--- config.mk ---
export PLATFORM = sky130hd
export DESIGN_NAME = sprite_select_scheduler
export DESIGN_NICKNAME = d
export VERILOG_FILES = /design/src/rtl/sprite_select_scheduler.sv
export SDC_FILE = /design/constraint.sdc
export NUM_CORES = 1
export LEC_CHECK = 0
export ABC_AREA = 1
export CORE_MARGIN = 1
export CORE_UTILIZATION = 45
export CTS_BUF_LIST = sky130_fd_sc_hd__clkbuf_8
export CTS_CLUSTER_DIAMETER = 100
export DETAILED_ROUTE_END_ITERATION = 8
export GPL_TIMING_DRIVEN = 0
export PLACE_DENSITY = 0.73
export RECOVER_POWER = 50
export SETUP_SLACK_MARGIN = 0.5
export SYNTH_ARGS = -nofsm -noshare
export SYNTH_HDL_FRONTEND = slang
export SYNTH_SLANG_ARGS = --single-unit
--- constraint.sdc ---
create_clock -name Clk -period 6.15 [get_ports Clk]
set_input_delay 1.845 -clock Clk [delete_from_list [all_inputs] [get_ports Clk]]
set_output_delay 1.845 -clock Clk [all_outputs]
set_load 0.01 [all_outputs]
--- src/rtl/sprite_select_scheduler.sv ---
// sprite_select_scheduler: per-line object scan plus per-pixel sprite/tile priority resolve.
// Optional feature macro: FRIGHTENED_GHOST_EN (ghosts with their ghost_fright bit set show code 4).
module sprite_select_scheduler #(
  parameter int unsigned NUM_OBJ      = 6,
  parameter int unsigned MAX_LINE_OBJ = 4,
  parameter int unsigned SPR_BITS     = 4
) (
  input  logic                    Clk,
  input  logic                    Reset_n,
  input  logic                    line_start,
  input  logic [9:0]              next_y,
  input  logic                    pixel_valid,
  input  logic [9:0]              DrawX,
  input  logic [9:0]              DrawY,
  input  logic [10*NUM_OBJ-1:0]   obj_x_flat,
  input  logic [10*NUM_OBJ-1:0]   obj_y_flat,
  input  logic [NUM_OBJ-1:0]      obj_en,
  input  logic [3:0]              ghost_fright,
  output logic [9:0]              tile_addr,
  input  logic [2:0]              tile_data,
  output logic [3:0]              select,
  output logic                    sel_valid,
  output logic [SPR_BITS-1:0]     spr_x,
  output logic [SPR_BITS-1:0]     spr_y,
  output logic                    scan_busy,
  output logic                    line_overflow,
  output logic                    late_pixel
);

  localparam int unsigned IdxW = $clog2(NUM_OBJ);
  localparam int unsigned CntW = $clog2(MAX_LINE_OBJ + 1);
  localparam int unsigned PosW = $clog2(MAX_LINE_OBJ);
  localparam logic [10:0] SprEdge = 11'(2 ** SPR_BITS);

  typedef enum logic [1:0] {StIdle, StScan, StReady} state_e;

  state_e state_q, state_d;
  logic [IdxW-1:0] cnt_q;
  logic [9:0]      scan_y_q;
  logic            last_slot;

  // Shadow list built during the scan, live list used by the pixel stage.
  logic [MAX_LINE_OBJ-1:0][IdxW-1:0]     sh_idx_q, sh_idx_d, lv_idx_q;
  logic [MAX_LINE_OBJ-1:0][9:0]          sh_x_q, sh_x_d, lv_x_q;
  logic [MAX_LINE_OBJ-1:0][SPR_BITS-1:0] sh_row_q, sh_row_d, lv_row_q;
  logic [MAX_LINE_OBJ-1:0]               sh_vld_q, sh_vld_d, lv_vld_q;
  logic [CntW-1:0]                       sh_cnt_q, sh_cnt_d;
  logic                                  sh_ovf_q, sh_ovf_d;

  logic [9:0] slot_x, slot_y;
  logic       slot_en, slot_hit;

  logic                found;
  logic [IdxW-1:0]     win_idx;
  logic [SPR_BITS-1:0] win_sx, win_row;
  logic                spr_hit;
  logic [3:0]          obj_code, tile_code;

  logic                p_vld_q, p_hit_q;
  logic [3:0]          p_code_q;
  logic [SPR_BITS-1:0] p_sx_q, p_sy_q;

  logic unused_bits;
`ifdef FRIGHTENED_GHOST_EN
  logic [1:0] ghost_off;
  assign ghost_off   = 2'(win_idx - IdxW'(1));
  assign unused_bits = DrawY[9];
`else
  assign unused_bits = ^{DrawY[9], ghost_fright};
`endif

  assign scan_busy = (state_q == StScan);
  assign last_slot = (cnt_q == IdxW'(NUM_OBJ - 1));

  // Next-state: line_start always (re)starts a scan; the last slot hands over to READY.
  always_comb begin
    state_d = state_q;
    if (line_start) begin
      state_d = StScan;
    end else if (state_q == StScan && last_slot) begin
      state_d = StReady;
    end
  end

  // State register.
  always_ff @(posedge Clk) begin
    if (!Reset_n) state_q <= StIdle;
    else          state_q <= state_d;
  end

  // Select the slot being examined this scan cycle and test it against the scanline.
  always_comb begin
    slot_x  = '0;
    slot_y  = '0;
    slot_en = 1'b0;
    for (int i = 0; i < int'(NUM_OBJ); i++) begin
      if (cnt_q == IdxW'(i)) begin
        slot_x  = obj_x_flat[i*10 +: 10];
        slot_y  = obj_y_flat[i*10 +: 10];
        slot_en = obj_en[i];
      end
    end
    // 11-bit compare so objects near the bottom edge do not wrap.
    slot_hit = slot_en && ({1'b0, slot_y} <= {1'b0, scan_y_q}) &&
               ({1'b0, scan_y_q} < ({1'b0, slot_y} + SprEdge));
  end

  // Append a hit to the shadow list, or flag overflow once it is full.
  always_comb begin
    sh_idx_d = sh_idx_q;
    sh_x_d   = sh_x_q;
    sh_row_d = sh_row_q;
    sh_vld_d = sh_vld_q;
    sh_cnt_d = sh_cnt_q;
    sh_ovf_d = sh_ovf_q;
    if (slot_hit) begin
      if (sh_cnt_q < CntW'(MAX_LINE_OBJ)) begin
        sh_idx_d[sh_cnt_q[PosW-1:0]] = cnt_q;
        sh_x_d[sh_cnt_q[PosW-1:0]]   = slot_x;
        sh_row_d[sh_cnt_q[PosW-1:0]] = scan_y_q[SPR_BITS-1:0] - slot_y[SPR_BITS-1:0];
        sh_vld_d[sh_cnt_q[PosW-1:0]] = 1'b1;
        sh_cnt_d = sh_cnt_q + CntW'(1);
      end else begin
        sh_ovf_d = 1'b1;
      end
    end
  end

  // Scan bookkeeping; the live list is replaced only when a scan runs to completion.
  always_ff @(posedge Clk) begin
    if (!Reset_n) begin
      cnt_q         <= '0;
      scan_y_q      <= '0;
      sh_idx_q      <= '0;
      sh_x_q        <= '0;
      sh_row_q      <= '0;
      sh_vld_q      <= '0;
      sh_cnt_q      <= '0;
      sh_ovf_q      <= 1'b0;
      lv_idx_q      <= '0;
      lv_x_q        <= '0;
      lv_row_q      <= '0;
      lv_vld_q      <= '0;
      line_overflow <= 1'b0;
    end else if (line_start) begin
      cnt_q    <= '0;
      scan_y_q <= next_y;
      sh_vld_q <= '0;
      sh_cnt_q <= '0;
      sh_ovf_q <= 1'b0;
    end else if (state_q == StScan) begin
      cnt_q    <= cnt_q + IdxW'(1);
      sh_idx_q <= sh_idx_d;
      sh_x_q   <= sh_x_d;
      sh_row_q <= sh_row_d;
      sh_vld_q <= sh_vld_d;
      sh_cnt_q <= sh_cnt_d;
      sh_ovf_q <= sh_ovf_d;
      if (last_slot) begin
        lv_idx_q      <= sh_idx_d;
        lv_x_q        <= sh_x_d;
        lv_row_q      <= sh_row_d;
        lv_vld_q      <= sh_vld_d;
        line_overflow <= sh_ovf_d;
      end
    end
  end

  // Priority resolve: first live entry covering DrawX wins (list is in ascending slot order).
  always_comb begin
    found   = 1'b0;
    win_idx = '0;
    win_sx  = '0;
    win_row = '0;
    for (int j = 0; j < int'(MAX_LINE_OBJ); j++) begin
      if (!found && lv_vld_q[j] && ({1'b0, DrawX} >= {1'b0, lv_x_q[j]}) &&
          ({1'b0, DrawX} < ({1'b0, lv_x_q[j]} + SprEdge))) begin
        found   = 1'b1;
        win_idx = lv_idx_q[j];
        win_sx  = DrawX[SPR_BITS-1:0] - lv_x_q[j][SPR_BITS-1:0];
        win_row = lv_row_q[j];
      end
    end
    // The live list may be stale while a scan is in flight, so sprites are suppressed.
    spr_hit = found && (state_q != StScan);
  end

  // Map the winning slot to its picker code.
  always_comb begin
    obj_code = 4'd7;
    if (win_idx == '0) begin
      obj_code = 4'd5;
    end else if (win_idx == IdxW'(NUM_OBJ - 1)) begin
      obj_code = 4'd3;
`ifdef FRIGHTENED_GHOST_EN
    end else if (ghost_fright[ghost_off]) begin
      obj_code = 4'd4;
`endif
    end
  end

  // Map the tile RAM code to its picker code.
  always_comb begin
    tile_code = 4'd0;
    case (tile_data)
      3'd1:    tile_code = 4'd1;
      3'd2:    tile_code = 4'd2;
      3'd3:    tile_code = 4'd8;
      3'd4:    tile_code = 4'd6;
      default: tile_code = 4'd0;
    endcase
  end

  // Pixel stage 1: issue tile address, register the sprite decision, track late pixels.
  always_ff @(posedge Clk) begin
    if (!Reset_n) begin
      p_vld_q    <= 1'b0;
      p_hit_q    <= 1'b0;
      p_code_q   <= '0;
      p_sx_q     <= '0;
      p_sy_q     <= '0;
      tile_addr  <= '0;
      late_pixel <= 1'b0;
    end else begin
      p_vld_q <= pixel_valid;
      if (pixel_valid) begin
        tile_addr <= {DrawY[8:4], DrawX[8:4]};
        p_hit_q   <= spr_hit;
        p_code_q  <= obj_code;
        p_sx_q    <= spr_hit ? win_sx  : DrawX[SPR_BITS-1:0];
        p_sy_q    <= spr_hit ? win_row : DrawY[SPR_BITS-1:0];
        if (state_q == StScan) late_pixel <= 1'b1;
      end
    end
  end

  // Pixel stage 2: merge with tile_data and present the result.
  always_ff @(posedge Clk) begin
    if (!Reset_n) begin
      select    <= '0;
      sel_valid <= 1'b0;
      spr_x     <= '0;
      spr_y     <= '0;
    end else begin
      sel_valid <= p_vld_q;
      if (p_vld_q) begin
        select <= p_hit_q ? p_code_q : tile_code;
        spr_x  <= p_sx_q;
        spr_y  <= p_sy_q;
      end
    end
  end

endmodule

==> results of run 1 <==
==> layout by cell type, fill, tap and decap left out, types with 3 or more instances in the layout <==
master	n
clkdlybuf4s50_1	156
o21ai_1	9
a21o_1	4
nand3b_1	7
a21oi_1	105
clkbuf_8	47
dfxtp_1	201
o211ai_1	8
nand3_1	207
buf_2	26
xnor2_1	6
buf_1	7
nand2_1	930
dlygate4sd3_1	30
buf_4	3
inv_2	7
clkbuf_1	79
o21ai_0	166
o21a_1	48
or2_2	18
nor2_2	3
ha_1	98
nor2_1	149
fa_1	5
xor2_1	22
inv_1	266
nand4_1	27
nor3_1	7
clkinv_1	7
==> flip-flops by register name, summed over array words and instances, names as in the netlist, 2 cells and up <==
name / flops
scan_y_q: 10
select: 4
lv_row_q: 16
sh_x_q: 40
p_sx_q: 4
sh_cnt_q: 3
lv_x_q: 40
p_sy_q: 4
sh_idx_q: 12
p_code_q: 3
sh_row_q: 16
lv_idx_q: 12
state_q: 2
cnt_q: 3
spr_y: 4
sh_vld_q: 4
spr_x: 4
tile_addr: 10
lv_vld_q: 4
==> worst max-delay path by stage <==
| stage | slack (ns) | cells after the start | start | to |
|---|---|---|---|---|
| 6_report | 0.71 | 26 | obj_y_flat[14] | lv_row_q[13] |
| 5_1_grt | 0.39 | 23 | obj_y_flat[14] | lv_x_q[2] |
| 4_1_cts | 0.87 | 26 | obj_y_flat[14] | lv_row_q[14] |
| 3_5_place_dp | 0.31 | 26 | obj_y_flat[14] | lv_row_q[14] |
| 3_3_place_gp | 0.32 | 23 | obj_y_flat[14] | lv_x_q[18] |
| 2_1_floorplan | 1.69 | 25 | obj_y_flat[14] | sh_row_q[14] |
==> area by class of cell <==
type,count,area (sq um),share of cell area [%]
clock inverters,18,90.1,0.510
multi-input cells,1836,9030,51.2
inverters,267,1000,5.67
well taps,402,503,2.85
repair buffers,186,1860,10.5
clock buffers,47,647,3.66
flip-flops and latches,201,4020,22.8
plain buffers,117,498,2.82
==> cells by family (layout without fill, tap and decap cells) <==
kind of cell | count (synthesis) | after routing
AO/OA/AOI/OAI | 348 | 348
AND/OR/NAND/NOR | 1357 | 1357
flip-flops | 201 | 201
XOR/XNOR | 28 | 28
adder cells (fa/ha/maj) | 103 | 103
buffers and inverters | 384 | 635
==> worst max-delay path: cells and delay by family <==
family | cells | cell delay, ns
AND/OR/NAND/NOR | 16 | 1.33
AO/OA/AOI/OAI | 4 | 1.01
buffers and inverters | 3 | 0.84
adder cells (fa/ha/maj) | 2 | 0.65
XOR/XNOR | 1 | 0.18
==> metrics by stage <==
stage               total power [mW]  worst slack, ns  utilization, %  hold WS (ns)
floorplan                       1.98             1.69               -         0.423
CTS                             3.63            0.874            55.7         0.449
global route                    3.80            0.392            55.7         0.467
global placement                2.31            0.321            53.4         0.435
finish                          3.61            0.715            55.7         0.445
detailed placement              2.33            0.309            53.4         0.441
==> routing by layer <==
layer | vias to the layer above | global-route usage (%) | wire, um
met4 | 0 | 14.5 | 2260
met1 | 7372 | 37.2 | 20600
met5 | - | 0 | 0
li1 | 8153 | - | -
met2 | 540 | 46.3 | 21500
met3 | 131 | 4.19 | 3160
==> what timing repair did <==
action                                 4_1_cts  5_1_grt
endpoints found under the hold margin        0        0
setup endpoints to repair                    0        6
resized for setup                            0        1
==> power breakdown <==
group / internal, mW / switching, mW / leakage [nW] / total (mW)
clock: 0.693 / 0.605 / 0.432 / 1.30
sequential: 1.35 / 0.0351 / 1.64 / 1.39
combinational: 0.349 / 0.580 / 6.54 / 0.929
==> impl_metrics.json, run 1 <==
{
  "reg2reg_to": "lv_row_q[13]",
  "postSynthCellCount": 2421,
  "hp-class": "flip-flop to flip-flop",
  "port_buffers": 186,
  "synth-simple-area-share_pct": 38.1,
  "cts_hold_buf": 0,
  "grt.total_usage_pct": 28.6,
  "max_freq_ghz": 0.184,
  "place_congestion": 0.928,
  "synthTopCellsByCount": "nand2_1, inv_1, nand3_1, dfxtp_1, o21ai_0",
  "tritoncts": "built",
  "cts_setup_buffers": 0,
  "wl_mm": 47.5,
  "synth.most_common_cell": "nand2_1",
  "syn-mean-instance-area_sq_um": 6.01,
  "ant_nets": 0,
  "fin_skew_ns": 0.0159,
  "ys_types": 37,
  "r2r_slack_ns": 0.92,
  "setup_viol": 0,
  "grt_max_degree": 12,
  "finalSetupTns_ns": 0,
  "relSlewSlack_pct": 39.3,
  "core_sq_um": 31700,
  "required_ns": 6.59,
  "yosys.area_share.adder_pct": 9.11,
  "syn_nets": 2691,
  "clock_sinks": 201,
  "fillers": 3159,
  "first_iter_violations": 1403,
  "ys_seq_area_share_pct": 27.6,
  "cp_max_fo": 10,
  "crit_slowest_cell": "o21ai_0",
  "io-pin-count": 193,
  "synth_edf_count": 0,
  "worst_path_most_repeated_cell": "nand2_1",
  "min_from": "p_code_q[0]",
  "synthMuxAreaShare_pct": 0,
  "peakVddDrop_mv": 0.150,
  "worstPathArrival_ns": 5.88,
  "drc": 0,
  "die_h_um": 182,
  "viasPerCell": 5.27,
  "cellPowerDensity_nw_per_um2": 205,
  "drive_gt1_share_pct": 4.42,
  "cts_buffers": 38,
  "rows": 65,
  "yosys.area.top_type_share_pct": 27.6,
  "cp_slowest_stage_delay_ns": 0.72,
  "fin_cells": 3074,
  "dr.pass1.iters": 8,
  "timing_hold_violations_final": 0,
  "finalCritPeriodShare_pct": 88.4,
  "area_growth_pct": 21.3,
  "hold_end": "p_code_q[0]",
  "synth_area_leaders": "dfxtp_1, nand2_1, ha_1",
  "worstSetupPathType": "input port to flip-flop",
  "htreeDepth": 2,
  "rsz0062_at_grt": "false",
  "nets": 2917,
  "yosysWarnings": 0,
  "end_kind": "flip-flop",
  "num_vias": 16200,
  "fp.dieW_um": 182,
  "dp_hpwl_mm": 36.6,
  "cts_root_buffer": "clkbuf_8",
  "wl_per_cell_um": 15.5,
  "synth_ff_type": "dfxtp_1",
  "critPathLaunchType": "input port",
  "synth_compound_area_share_pct": 13.1,
  "grt_overflow": 0,
  "slew_violations": 0,
  "synth_seq_cells": 201,
  "timing.rr.start": "cnt_q[0]",
  "dieArea_sq_um": 33100,
  "grt_pass1_vias": 15200,
  "start_util_pct": 45.9,
  "worst_pin_slew_ns": 0.900,
  "clk_path_buf_depth": 3,
  "hold-path-cell-count": 2,
  "power_leakage_nw": 8.61,
  "dp.cells": 3009,
  "syn-cell-area_sq_um": 14600,
  "synth_xor_area_share_pct": 1.68,
  "synth_top_family_by_area": "simple AND/OR/NAND/NOR gates",
  "antennaDiodeCount": 0,
  "timing.max_cap.violations": 0,
  "clkLatencyLatePin_ns": 0.56,
  "grt_pass1_wl_mm": 76.1,
  "synth-async-reset-ratio_pct": 0,
  "cts.clk_slew.worst_paths_ns": 0.06,
  "synth_top_cell_by_area": "dfxtp_1",
  "status": "finished, final reports clean",
  "fin_crit_ns": 5.44,
  "ff2ff_path_depth": 26,
  "final_area_sq_um": 17700,
  "grt_antenna_before_repair": 0,
  "placed_area_sq_um": 16900
}
No activity file was read; power rests on OpenSTA's default activity.
==> run 2: changes to the inputs <==
- CORE_UTILIZATION: 45 -> 41
- CTS_CLUSTER_DIAMETER: 100 -> 40
- PLACE_DENSITY: 0.73 -> 0.68
- SLEW_MARGIN: default -> 20
==> impl_metrics.json, run 2 (synthesized netlist as in run 1, its figures left out) <==
{
  "status": "finished, final reports clean",
  "htreeDepth": 2,
  "clk_path_buf_depth": 3,
  "setup.worst_path.start": "obj_y_flat[4]",
  "area_growth_pct": 22.6,
  "timing.max_cap.violations": 0,
  "wl_per_cell_um": 15.5,
  "ant_nets": 0,
  "cts_resized": 0,
  "timing_hold_violations_final": 0,
  "fin_skew_ns": 0.0274,
  "cts_setup_buffers": 0,
  "hp-class": "flip-flop to flip-flop",
  "drc": 0,
  "grt_pass1_wl_mm": 76.4,
  "max_freq_ghz": 0.176,
  "finalSetupTns_ns": 0,
  "cellPowerDensity_nw_per_um2": 212,
  "die_h_um": 190,
  "num_vias": 16200,
  "placed_area_sq_um": 17000,
  "worstPathArrival_ns": 6.20,
  "final_common_cell": "nand2_1",
  "required_ns": 6.66,
  "cts_hold_buf": 0,
  "crit_end": "lv_x_q[29]",
  "dp.cells": 3062,
  "grt_pass1_vias": 15000,
  "start_util_pct": 41.9,
  "setup_viol": 0,
  "ff_latch_area_sq_um": 4020,
  "power_leakage_nw": 8.67,
  "fp.dieW_um": 190,
  "fillers": 3578,
  "layout_common_cells": "nand2_1, inv_1, nand3_1",
  "grt.total_usage_pct": 26.6,
  "grt_antenna_before_repair": 0,
  "reg2reg_to": "lv_x_q[29]",
  "finalCritPeriodShare_pct": 92.6,
  "core_sq_um": 34700,
  "cts_root_buffer": "clkbuf_8",
  "worst_pin_slew_ns": 0.924,
  "worstSetupPathType": "input port to flip-flop",
  "dieArea_sq_um": 36300,
  "first_iter_violations": 1212,
  "top_regs": "lv_x_q: 40 flops, sh_x_q: 40 flops",
  "rows": 68,
  "final_area_sq_um": 17900,
  "fin_crit_ns": 5.69,
  "tritoncts": "built",
  "grt_overflow": 0,
  "place_congestion": 0.932,
  "antennaDiodeCount": 0,
  "relSlewSlack_pct": 37.7,
  "multi_input_area_sq_um": 9030,
  "r2r_slack_ns": 0.62,
  "peakVddDrop_mv": 0.139,
  "cts.clk_slew.worst_paths_ns": 0.06,
  "final_util_pct": 51.4,
  "timing.rr.start": "cnt_q[0]",
  "cts_buffers": 42,
  "cp_max_fo": 10,
  "end_kind": "flip-flop",
  "grt_max_degree": 13,
  "dp_hpwl_mm": 37.7,
  "nets": 2921,
  "viasPerCell": 5.16,
  "ff2ff_path_depth": 24,
  "slew_violations": 0,
  "io-pin-count": 193,
  "rsz0062_at_grt": "false",
  "fin_cells": 3139,
  "dr.pass1.iters": 6,
  "clkLatencyLatePin_ns": 0.59,
  "drive_gt1_share_pct": 4.73,
  "critPathLaunchType": "input port",
  "port_buffers": 186,
  "wl_mm": 48.6,
  "clock_sinks": 201
}
==> run 2: changes by cell type in the layout (fill, tap and decap cells not counted), sizes merged <==
cell           before  now
buf                38   37
bufinv              0    1
clkbuf            126  132
clkdlybuf4s50     156  157
clkinv              9   13
clkinvlp            0    2
dlygate4sd3        30   29
==> run 2: stage by stage <==
stage / power, mW / hold WS (ns) / setup slack, ns
floorplan: 1.98 / 0.423 / 1.69
detailed placement: 2.34 / 0.445 / 0.265
global placement: 2.32 / 0.434 / 0.278
finish: 3.78 / 0.455 / 0.458
CTS: 3.80 / 0.453 / 0.860
global route: 3.97 / 0.463 / 0.273
==> run 2: how the worst min path moves through the flow <==
stage / from / to / slack, ns / cells past startpoint
finish: lv_idx_q[11] / lv_idx_q[11] / 0.45 / 2
global route: lv_row_q[15] / lv_row_q[15] / 0.46 / 2
CTS: sh_ovf_q / sh_ovf_q / 0.45 / 2
detailed placement: lv_idx_q[11] / lv_idx_q[11] / 0.44 / 2
global placement: p_code_q[0] / p_code_q[0] / 0.43 / 2
floorplan: p_code_q[0] / p_code_q[0] / 0.42 / 2
==> run 2: area by class of cell <==
type,instances,area share (%)
Inverter,267,5.61
Timing Repair Buffer,186,10.4
Clock buffer,52,4.01
Buffer,117,2.78
Tap cell,455,3.19
Clock inverter,25,0.876
Sequential cell,201,22.5
Multi-Input combinational cell,1836,50.6
==> run 2: power by group <==
group	internal (mW)	leakage (nW)	switching, mW
Combinational	0.347	6.54	0.579
Sequential	1.35	1.64	0.0355
Clock	0.813	0.498	0.652
Total	2.51	8.67	1.27
==> run 2: routing by layer <==
metal	track usage, %	wire length (um)	up-vias
met5	0	0	-
met4	11.0	1790	0
met3	3.51	2820	100
met2	44.2	22400	488
met1	34.4	21500	7451
li1	-	-	8167
==> run 2: critical path, stage by stage <==
cell             delay (ns)
clkdlybuf4s50_1        0.49
nand2_1                0.07
nand3_1                0.07
o211ai_1               0.09
nand3_1                0.09
o21ai_0                0.10
o21ai_0                0.75
ha_1                   0.37
xor2_1                 0.18
ha_1                   0.27
nand2_1                0.07
nor2_1                 0.04
nor2_1                 0.08
o211ai_1               0.11
nand3_1                0.09
nand2_1                0.05
nand2_1                0.06
nand2_1                0.04
nand2_1                0.36
clkbuf_1               0.41
nand3_1                0.19
nand2_1                0.11
nand2_1                0.13
o21ai_0                0.12
==> run 3: changes to the inputs <==
- clock period: 6.15 -> 7.1 ns (I/O delays scaled with it)
==> impl_metrics.json, run 3 (synthesized netlist as in run 1, its figures left out) <==
{
  "grt_pass1_wl_mm": 76.4,
  "cts.clk_slew.worst_paths_ns": 0.06,
  "setup_viol": 0,
  "grt_antenna_before_repair": 0,
  "cp_max_fo": 10,
  "finalSetupTns_ns": 0,
  "antennaDiodeCount": 0,
  "timing.rr.start": "cnt_q[0]",
  "dieArea_sq_um": 36300,
  "rows": 68,
  "rsz0062_at_grt": "false",
  "layout_common_cells": "nand2_1, inv_1, nand3_1",
  "final_common_cell": "nand2_1",
  "status": "finished, final reports clean",
  "final_area_sq_um": 17800,
  "top_regs": "lv_x_q: 40 flops, sh_x_q: 40 flops",
  "io-pin-count": 193,
  "fin_crit_ns": 6.22,
  "num_vias": 16200,
  "wl_per_cell_um": 15.5,
  "grt.total_usage_pct": 26.6,
  "end_kind": "flip-flop",
  "dr.pass1.iters": 6,
  "setup.worst_path.start": "obj_y_flat[4]",
  "first_iter_violations": 1158,
  "hp-class": "flip-flop to flip-flop",
  "seqPwrFrac_pct": 36.8,
  "grt_pass1_vias": 15000,
  "p_sw_mw": 1.09,
  "peakVddDrop_mv": 0.120,
  "cts_buffers": 42,
  "pwr-share-comb_pct": 24.4,
  "start_util_pct": 41.9,
  "viasPerCell": 5.16,
  "ant_nets": 0,
  "cts_setup_buffers": 0,
  "critPathTopFamily": "simple AND/OR/NAND/NOR gates",
  "area_growth_pct": 22.6,
  "internal_power_mw": 2.18,
  "dp_hpwl_mm": 37.7,
  "place_congestion": 0.932,
  "grt_max_degree": 13,
  "critPathLaunchType": "input port",
  "relSlewSlack_pct": 37.7,
  "power_leakage_nw": 8.67,
  "cp_slowest_stage_delay_ns": 0.75,
  "cellPowerDensity_nw_per_um2": 183,
  "port_buffers": 186,
  "clock_sinks": 201,
  "drive_gt1_share_pct": 4.62,
  "cts_resized": 0,
  "placed_area_sq_um": 17000,
  "worstSetupPathType": "input port to flip-flop",
  "switching_share_pct": 33.5,
  "grt_overflow": 0,
  "crit_chain": "dlygate4sd3_1 > nand2_1 > nand3_1 > o211ai_1 > nand3_1 > o21ai_0 > o21ai_0 > ha_1 > xor2_1 > ha_1 > nand4_1 > o211ai_1 > nand3_1 > nand2_1 > nand2_1 > nand2_1 > nand2_1 > nand2_1 > clkbuf_1 > nand2_1 > nand2_1 > nand2_1 > o21ai_0",
  "drc": 0,
  "htreeDepth": 2,
  "timing.max_cap.violations": 0,
  "nets": 2921,
  "cts_hold_buf": 0,
  "path_buf_inv": 2,
  "finalCritPeriodShare_pct": 87.7,
  "fin_skew_ns": 0.0289,
  "worst_pin_slew_ns": 0.924,
  "required_ns": 7.61,
  "die_h_um": 190,
  "fp.dieW_um": 190,
  "tritoncts": "built",
  "core_sq_um": 34700,
  "worstPathArrival_ns": 6.73,
  "clk_path_buf_depth": 3,
  "max_freq_ghz": 0.161,
  "cts_root_buffer": "clkbuf_8",
  "p_clk_share_pct": 38.8,
  "clkLatencyLatePin_ns": 0.58,
  "min_from": "lv_idx_q[11]",
  "timing_hold_violations_final": 0,
  "worst_path_most_repeated_cell": "nand2_1",
  "wl_mm": 48.6,
  "slew_violations": 0,
  "crit_slowest_cell": "o21ai_0"
}
## run 3: changes by cell type in the layout (fill, tap and decap cells not counted), sizes merged
cell           before  now
clkdlybuf4s50     157  156
buf                37   35
dlygate4sd3        29   30
clkbuf            132  134
## run 3: area by class of cell
| class | instances | area [sq um] |
|---|---|---|
| Inverter | 267 | 1000 |
| Clock buffer | 52 | 716 |
| Clock inverter | 25 | 156 |
| Buffer | 117 | 494 |
| Multi-Input combinational cell | 1836 | 9020 |
| Timing Repair Buffer | 186 | 1860 |
| Tap cell | 455 | 569 |
| Fill cell | 3579 | 16900 |
| Sequential cell | 201 | 4020 |
## run 3: routing by layer
metal	up-vias	track usage, %	share of wire, %
li1	8160	-	-
met1	7474	34.4	44
met2	456	44.2	46
met3	108	3.51	5.6
met4	0	11.0	3.8
met5	-	0	0
## run 3: worst register-to-register path, stage by stage (launching register included)
cell and delay, ns:
dfxtp_1 0.50, inv_1 0.15, ha_1 0.31, nand2_1 0.21
buf_2 0.27, buf_1 0.42, o21ai_0 0.17, o21ai_0 0.75
ha_1 0.38, xor2_1 0.10, ha_1 0.32, nand4_1 0.10
o211ai_1 0.22, nand3_1 0.10, nand2_1 0.07, nand2_1 0.05
nand2_1 0.05, nand2_1 0.26, nand2_1 0.36, clkbuf_1 0.43
nand2_1 0.15, nand2_1 0.15, nand2_1 0.06, o21ai_0 0.08
## run 3: worst paths after layout
check	end	cells past startpoint	slack, ns
worst min register to register	lv_idx_q[11]	2	0.45
worst max register to register	lv_x_q[16]	23	1.39
worst min-delay path	lv_idx_q[11]	2	0.45
worst max-delay path	lv_x_q[16]	23	0.88
## run 3: power by group through the flow
stage               clock (mW)  sequential (mW)  combinational (mW)
finish                    1.27             1.20               0.799
floorplan                    0             1.22               0.490
detailed placement           0             1.23               0.797
global route              1.34             1.21               0.888
global placement             0             1.22               0.785
CTS                       1.29             1.20               0.801
## run 3: stage by stage
stage          total power, mW  hold slack (ns)  util, %  setup WS, ns  std cells
2_1_floorplan             1.71            0.423        -          2.35       2421
3_3_place_gp              2.01            0.434     48.9         0.943       3062
3_5_place_dp              2.02            0.445     48.9         0.930       3062
4_1_cts                   3.29            0.453     51.5          1.52       3139
5_1_grt                   3.44            0.463     51.4         0.606       3139
6_report                  3.27            0.455     51.4         0.876       3139
